## src/rtl/core_sequencer.sv

```systemverilog
// Multi-cycle control sequencer for a single-issue core: walks FETCH/DECODE/
// EXECUTE/MEM/WB, owns pc, ir and the retired-instruction counter.
module core_sequencer #(
  parameter logic [31:0] RESET_PC = 32'h0000_0000
) (
  input  logic        clock,
  input  logic        reset,
  output logic        imem_req,
  output logic [31:0] imem_addr,
  input  logic        imem_ack,
  input  logic [31:0] imem_rdata,
  output logic        dmem_req,
  output logic        dmem_we,
  input  logic        dmem_ack,
  input  logic [31:0] alu_result,
  input  logic        br_taken,
  output logic [31:0] ir,
  output logic [31:0] pc,
  output logic        rf_we,
  output logic [2:0]  state,
  output logic        halt,
  output logic        fault,
  output logic [31:0] instret
);

  typedef enum logic [2:0] {
    S_FETCH   = 3'd0,
    S_DECODE  = 3'd1,
    S_EXECUTE = 3'd2,
    S_MEM     = 3'd3,
    S_WB      = 3'd4,
    S_HALT    = 3'd5
  } state_t;

  localparam logic [6:0] OP_LOAD   = 7'h03;
  localparam logic [6:0] OP_IMM    = 7'h13;
  localparam logic [6:0] OP_AUIPC  = 7'h17;
  localparam logic [6:0] OP_STORE  = 7'h23;
  localparam logic [6:0] OP_REG    = 7'h33;
  localparam logic [6:0] OP_LUI    = 7'h37;
  localparam logic [6:0] OP_BRANCH = 7'h63;
  localparam logic [6:0] OP_JALR   = 7'h67;
  localparam logic [6:0] OP_JAL    = 7'h6F;
  localparam logic [6:0] OP_SYSTEM = 7'h73;
  localparam logic [31:0] IR_NOP   = 32'h0000_0013;

  state_t      state_q, state_d;
  logic [31:0] pc_q, pc_d, ir_q, ir_d, instret_q;
  logic        fault_q, fault_d, retire;
  logic        started_q;
  logic [6:0]  opcode;
  logic [31:0] pc_inc, wb_target;
  logic        wb_jump;

  assign opcode = ir_q[6:0];
  assign pc_inc = pc_q + 32'd4;

  always_comb begin
    wb_jump   = (opcode == OP_JAL) || (opcode == OP_JALR);
    wb_target = pc_inc;
    if (opcode == OP_JAL)  wb_target = alu_result;
    if (opcode == OP_JALR) wb_target = {alu_result[31:1], 1'b0};
  end

  always_comb begin
    state_d = state_q;
    pc_d    = pc_q;
    ir_d    = ir_q;
    fault_d = fault_q;
    retire  = 1'b0;
    case (state_q)
      S_FETCH: begin
        if (started_q && imem_ack) begin
          ir_d    = imem_rdata;
          state_d = S_DECODE;
        end
      end
      S_DECODE: begin
        case (opcode)
          OP_LOAD, OP_IMM, OP_AUIPC, OP_STORE, OP_REG,
          OP_LUI, OP_BRANCH, OP_JALR, OP_JAL: state_d = S_EXECUTE;
          OP_SYSTEM: state_d = S_HALT;
          default: begin
            state_d = S_HALT;
            fault_d = 1'b1;
          end
        endcase
      end
      S_EXECUTE: begin
        case (opcode)
          OP_LOAD, OP_STORE: state_d = S_MEM;
          OP_BRANCH: begin
            if (br_taken && alu_result[1]) begin
              state_d = S_HALT;
              fault_d = 1'b1;
            end else begin
              pc_d    = br_taken ? alu_result : pc_inc;
              state_d = S_FETCH;
              retire  = 1'b1;
            end
          end
          default: state_d = S_WB;
        endcase
      end
      S_MEM: begin
        if (dmem_ack) begin
          if (opcode == OP_STORE) begin
            pc_d    = pc_inc;
            state_d = S_FETCH;
            retire  = 1'b1;
          end else begin
            state_d = S_WB;
          end
        end
      end
      S_WB: begin
        // Jump targets are checked after the JALR bit0 clear.
        if (wb_jump && wb_target[1]) begin
          state_d = S_HALT;
          fault_d = 1'b1;
        end else begin
          pc_d    = wb_target;
          state_d = S_FETCH;
          retire  = 1'b1;
        end
      end
      S_HALT: state_d = S_HALT;
      default: begin
        state_d = S_HALT;
        fault_d = 1'b1;
      end
    endcase
  end

  // started_q keeps imem_req low through reset and until the first clean edge.
  always_ff @(posedge clock or negedge reset) begin
    if (!reset) begin
      state_q   <= S_FETCH;
      pc_q      <= RESET_PC;
      ir_q      <= IR_NOP;
      instret_q <= 32'd0;
      fault_q   <= 1'b0;
      started_q <= 1'b0;
    end else begin
      state_q   <= state_d;
      pc_q      <= pc_d;
      ir_q      <= ir_d;
      instret_q <= instret_q + {31'd0, retire};
      fault_q   <= fault_d;
      started_q <= 1'b1;
    end
  end

  assign imem_req  = started_q && (state_q == S_FETCH);
  assign imem_addr = pc_q;
  assign dmem_req  = (state_q == S_MEM);
  assign dmem_we   = (state_q == S_MEM) && (opcode == OP_STORE);
  assign rf_we     = (state_q == S_WB) && (ir_q[11:7] != 5'd0);
  assign halt      = (state_q == S_HALT);
  assign fault     = fault_q;
  assign state     = state_q;
  assign pc        = pc_q;
  assign ir        = ir_q;
  assign instret   = instret_q;

endmodule

```

## config.mk

```make
export PLATFORM = sky130hd
export DESIGN_NAME = core_sequencer
export DESIGN_NICKNAME = d
export VERILOG_FILES = /design/src/rtl/core_sequencer.sv
export SDC_FILE = /design/constraint.sdc
export NUM_CORES = 1
export LEC_CHECK = 0
export CAP_MARGIN = 10
export CORE_MARGIN = 8
export CORE_UTILIZATION = 45
export DETAILED_ROUTE_END_ITERATION = 6
export HOLD_SLACK_MARGIN = 0.06
export PLACE_DENSITY = 0.82
export SLEW_MARGIN = 0
export SYNTH_ARGS = -nofsm -noshare
export SYNTH_HDL_FRONTEND = slang
export SYNTH_SLANG_ARGS = --single-unit
```

## constraint.sdc

```tcl
create_clock -name clock -period 3.3 [get_ports clock]
set_input_delay 0.66 -clock clock [delete_from_list [all_inputs] [get_ports clock]]
set_output_delay 0.66 -clock clock [all_outputs]
set_load 0.02 [all_outputs]
```

==> results of run 1 <==
[routing by layer]
layer	GRT usage, %	vias up	part of all wire, %
met5	0	-	0
met4	7.307	0	1.8
met3	8.627	29	11
met2	35.79	282	49
met1	23.10	2409	38
li1	-	2252	-
[cell type report]
type | count | area (µm²) | share of cell area (%)
sequential | 101 | 2531 | 33.17
multi-input combinational | 357 | 2436 | 31.92
timing repair buffer | 217 | 2140 | 28.04
clock buffer | 9 | 225.2 | 2.951
tap | 147 | 183.9 | 2.410
clock inverter | 7 | 62.56 | 0.8198
inverter | 14 | 52.55 | 0.6886
[synth_stat cells (13+ instances only)]
cell	count
clkbuf_1	15
inv_1	14
xnor2_1	27
o21ai_0	17
o22a_1	13
nand2_1	34
nand4_1	31
and3_1	19
dfrtp_1	98
nand3_1	24
a31oi_1	14
buf_4	32
a21oi_1	36
mux2_2	32
nor2_1	16
[worst paths after layout]
| path | start | end | slack [ns] | depth (start not counted) |
|---|---|---|---|---|
| setup / recovery | state[2] | instret[16] | 0.27 | 10 |
| hold / removal | reset | imem_addr[11] | 0.34 | 1 |
| setup reg to reg | state[2] | instret[16] | 0.27 | 10 |
| hold reg to reg | instret[31] | instret[31] | 0.50 | 1 |
| max in group asynchronous | reset | ir[1] | 2.06 | 2 |
| min in group clock | instret[31] | instret[31] | 0.50 | 1 |
[logic make-up after synthesis]
| group | count (synthesis) | synth area share, % |
|---|---|---|
| fa+ha+maj | 4 | 0.8818 |
| mux | 38 | 7.889 |
| simple gates | 166 | 16.61 |
| buf+inv | 76 | 8.260 |
| compound gates | 118 | 14.48 |
| flops | 101 | 46.94 |
| xor+xnor | 30 | 4.873 |
| other cells | 1 | 0.06954 |
[registers in the layout, summed over array words and instances (netlist names)]
signal     count
started_q      1
ir            32
fault          1
imem_addr     32
instret       32
state          3
[through the flow]
| stage | instance area [µm²] | setup WS, ns | util [%] | cells |
|---|---|---|---|---|
| after floorplan | 5393 | 0.3584 | - | 534 |
| after global placement | 7337 | 0.2834 | 61.86 | 836 |
| after detailed placement | 7337 | 0.1926 | 61.86 | 836 |
| after CTS | 7625 | 0.1903 | 64.28 | 852 |
| after global routing | 7631 | 0.04042 | 64.34 | 852 |
| final | 7631 | 0.2694 | 64.34 | 852 |
[where the power goes]
group / total (µW) / internal, µW / leakage, µW / switching (µW)
sequential: 1290 / 1250 / 0.00130 / 31.7
combinational: 303 / 159 / 0.00173 / 143
clock: 1040 / 532 / 0.000145 / 512
total: 2630 / 1950 / 0.00318 / 688
[critical path, stage by stage, from the launching register on]
cell and delay, ns:
dfrtp_1 0.65, or3b_1 0.49, a41oi_1 0.36, a211oi_4 0.07
inv_1 0.10, ha_1 0.20, ha_1 0.26, nand2_1 0.08
nor2_1 0.34, nand4_1 0.19, xnor2_1 0.21
[timing repair]
item	4_1_cts	5_1_grt
endpoints found under the hold margin	0	0
endpoints found under the setup margin	0	1
gates resized for setup	0	1
==> reports/metrics.yaml, run 1 <==
run_status:
  status: "finished, final reports clean"
grt:
  antenna_found_initial: 0
  grt_max_degree: 52
  grt_pass1_wl_mm: 27.07
  grt_pass1_vias: 5145
  grt_util_all_layers_pct: 20.99
  grt-ovfl-total: 0
finish:
  final_layout_size_suffix_gt1_share_pct: 9.929
  layout_common_cells: "clkdlybuf4s50_1, dfrtp_1, a21oi_1"
  fill_cells: 946
  area_growth_pct: 41.51
  antenna_cells: 0
  final_common_cell: "clkdlybuf4s50_1"
  layout.nets: 772
timing:
  finalCriticalPeriod_ns: 3.031
  setup-violations-final: 0
  setup_tns_ns: 0
  final.setup_skew_ns: 0.009325
  hold_violations: 0
  rsz0062_at_grt: "false"
  maxSlewViolCount: 0
  slew_headroom_pct: 41.58
  fmax_mhz: 330.0
  max_slew.worst_pin.slew_ns: 0.8697
  period_share_pct: 91.84
  worst_hold_slack_ns: 0.3449
pwr:
  leakage_uw: 0.003176
  irDropWorstVdd_v: 0.0002172
  finalPower_uw: 2633
  power.density_nw_per_um2: 345.0
route:
  detailroute.via_count: 4972
  vias_per_cell: 5.836
  drt_iter0_markers: 418
  drcViolationCount: 0
  wirelength_mm: 16.94
  dr.pass1.iters: 6
  avgRoutedWirePerCell_um: 19.88
  ant_nets: 0
critical_path:
  cp.required_ns: 3.56
  crit_arrival_ns: 3.29
  cp_max_fo: 16
  path_class: "flip-flop to flip-flop"
  cp-start-kind: "flip-flop"
  end_kind: "flip-flop"
synth:
  yosys.area.top_type_share_pct: 45.48
  netlist_area_um2: 5393
  synth_edf_count: 0
  yosysTopAreaCell: "dfrtp_1"
  ys_ff_latch: 101
  synth.distinct_cells: 59
  synth-main-ff-cell: "dfrtp_1"
  synth.net_count: 606
  synthTopCellsByArea: "dfrtp_1, mux2_2, buf_4"
  async_flop_share_pct: 100.0
  postSynthAreaPerCell_um2: 10.10
  synth_cells: 534
  yosysWarnings: 0
  seq_area_frac_synth_pct: 46.94
cts:
  htreeDepth: 3
  hold_buffers: 0
  cts_root_buf: "clkbuf_16"
  clkSinkCount: 101
  cts_setup_buffers: 0
  path_clk_slew_ns: 0.08
  cts_tree: "built"
  cts_buffers: 9
  insertion_delay_ns: 0.34
  ctsLongestPathBuffers: 2
die:
  die_h_um: 125.5
  rows: 40
  ioPinCount: 206
  die_w_um: 125.5
  die-area_um2: 15740
  core_area_um2: 11860
  start_util_pct: 45.46
placement:
  port_buffers: 205
  dp_hpwl_mm: 12.51
  gp_congestion: 0.9625
flow_run:
  drv_cap: 0
min_path:
  hold_class: "input pin to asynchronous set/reset pin"
Note: power is estimated with default switching activity, not from simulation.
==> run 2, diff against run 1 <==
--- a/config.mk
+++ b/config.mk
@@ -6,11 +6,12 @@
 export NUM_CORES = 1
 export LEC_CHECK = 0
 export CAP_MARGIN = 10
-export CORE_MARGIN = 8
+export CORE_MARGIN = 2
 export CORE_UTILIZATION = 45
 export DETAILED_ROUTE_END_ITERATION = 6
 export HOLD_SLACK_MARGIN = 0.06
 export PLACE_DENSITY = 0.82
+export SKIP_CTS_REPAIR_TIMING = 1
 export SLEW_MARGIN = 0
 export SYNTH_ARGS = -nofsm -noshare
 export SYNTH_HDL_FRONTEND = slang
==> run 2 against run 1 <==
Against the previous run: register-to-register slack better by 0.09 ns; first-iteration DRC count is 58% higher; worst hold slack better by 0.014 ns; die area is 18% lower; total power is 1.5% lower; setup slack better by 0.091 ns; via count is 1.3% lower; sequential share of layout area hardly changed; critical endpoint is now imem_addr[30]; largest cell class unchanged; highest routed layer unchanged.
==> reports/metrics.yaml, run 2 (synthesis results as in run 1) <==
run_status:
  status: "finished, final reports clean"
finish:
  final_layout_size_suffix_gt1_share_pct: 9.259  # -0.67 points
  final_common_cell: "clkdlybuf4s50_1"
  fin_util_pct: 65.90  # +1.6 points
  fill_cells: 938  # -0.85%
  layout_common_cells: "clkdlybuf4s50_1, dfrtp_1, a21oi_1"
  antenna_cells: 0  # unchanged
  layout.nets: 769  # -0.39%
  finalNonFillerCells: 845  # -0.82%
  register_area_um2: 2531  # unchanged
  multiInputGateArea_um2: 2436  # unchanged
  area_growth_pct: 41.32
route:
  drcViolationCount: 0  # unchanged
  wirelength_mm: 15.58  # -8.1%
  drt_iter0_markers: 659  # +58%
  detailroute.via_count: 4905  # -1.3%
  ant_nets: 0  # unchanged
  vias_per_cell: 5.805  # -0.53%
  avgRoutedWirePerCell_um: 18.43  # -7.3%
  dr.pass1.iters: 6  # unchanged
flow_run:
  drv_cap: 0  # unchanged
timing:
  period_share_pct: 89.09  # -2.7 points
  setup-violations-final: 0  # unchanged
  hold_violations: 0  # unchanged
  setup_tns_ns: 0  # unchanged
  maxSlewViolCount: 0  # unchanged
  worst_hold_slack_ns: 0.3587  # +0.01383 ns
  rsz0062_at_grt: "false"
  finalCriticalPeriod_ns: 2.940  # -0.09065 ns
  slew_headroom_pct: 39.00  # -2.6 points
  fmax_mhz: 340.1  # +3.1%
  final.setup_skew_ns: 0.007375  # -0.001950 ns
  setup_slack_ns: 0.3600  # +0.09065 ns
  max_slew.worst_pin.slew_ns: 0.9081  # +0.03839 ns
cts:
  cts_root_buf: "clkbuf_16"
  cts_tree: "built"
  path_clk_slew_ns: 0.07  # about the same
  ctsLongestPathBuffers: 2  # unchanged
  cts_buffers: 9  # unchanged
  insertion_delay_ns: 0.34  # about the same
  clkSinkCount: 101  # unchanged
  htreeDepth: 3  # unchanged
pwr:
  irDropWorstVdd_v: 0.0002706  # +25%
  power.density_nw_per_um2: 340.3  # -1.4%
  leakage_uw: 0.003160  # -0.50%
die:
  die_h_um: 113.5  # -9.6%
  die-area_um2: 12880  # -18%
  start_util_pct: 46.63  # +1.2 points
  rows: 39  # -2.5%
  ioPinCount: 206  # unchanged
  core_area_um2: 11560  # -2.5%
  die_w_um: 113.5  # -9.6%
critical_path:
  end_kind: "flip-flop"
  crit_start: "state[2]"
  cp.required_ns: 3.52  # -0.04 ns
  cp_max_fo: 33  # +17
  cp-start-kind: "flip-flop"
  crit_arrival_ns: 3.16  # -0.13 ns
  path_class: "flip-flop to flip-flop"
  r2r-start: "state[2]"
grt:
  grt-ovfl-total: 0  # unchanged
  grt_pass1_vias: 4792  # -6.9%
  grt_pass1_wl_mm: 24.99  # -7.7%
  antenna_found_initial: 0  # unchanged
  grt_util_all_layers_pct: 24.26  # +3.3 points
  grt_max_degree: 102  # +96%
placement:
  dp_cells: 829  # -0.84%
  port_buffers: 205  # unchanged
  dp_hpwl_mm: 11.11  # -11%
  pre_cts_slack_ns: 0.1650  # -0.02759 ns
  gp_congestion: 0.9344  # -2.9%
min_path:
  hold_class: "input pin to asynchronous set/reset pin"
run 2: changes by cell type in the layout (fill, tap and decap cells not counted):
cell / change
buf_12: +2
buf_4: -5
clkbuf_1: +2
clkbuf_8: +1
clkinv_2: -1
clkinv_4: +1
clkinvlp_4: +1
inv_6: -2
inv_8: -2
run 2: stage by stage:
step                power, µW  area, µm²
floorplan                1437       5393
global placement         1606       7335
detailed placement       1611       7335
CTS                      2617       7615
global route             2690       7621
finish                   2593       7621
run 2: worst paths after layout:
check | to | slack (ns) | cells after the start
setup / recovery | imem_addr[30] | 0.36 | 6
hold / removal | imem_addr[13] | 0.36 | 2
setup reg to reg | imem_addr[30] | 0.36 | 6
hold reg to reg | instret[31] | 0.48 | 1
max in group asynchronous | ir[1] | 2.52 | 2
min in group clock | instret[31] | 0.48 | 1
run 2: metal layers:
layer  track usage, %  part of all wire [%]  up-vias
met3            7.120                   9.1       26
met1            32.16                    41     2358
met5                0                     0        -
met2            39.36                    48      275
li1                 -                     -     2246
met4            6.260                   1.4        0
run 2: power breakdown:
| part | internal, µW | switching, µW | total [µW] |
|---|---|---|---|
| Combinational | 160 | 141 | 301 |
| Sequential | 1260 | 31.4 | 1290 |
| Clock | 539 | 467 | 1010 |
run 2: layout make-up:
cell class | instances | share of cell area [%]
multi-input combinational | 357 | 31.97
timing repair buffer | 214 | 28.11
clock buffer | 12 | 3.234
clock inverter | 4 | 0.4433
sequential | 101 | 33.21
tap | 143 | 2.348
inverter | 14 | 0.6895
run 2: worst max-delay path, cell delays in order (launching register included):
cell	delay [ns]
dfrtp_1	0.62
or3b_1	0.52
or4_1	0.57
and2_2	0.45
buf_4	0.31
o21ai_0	0.21
o211ai_1	0.11
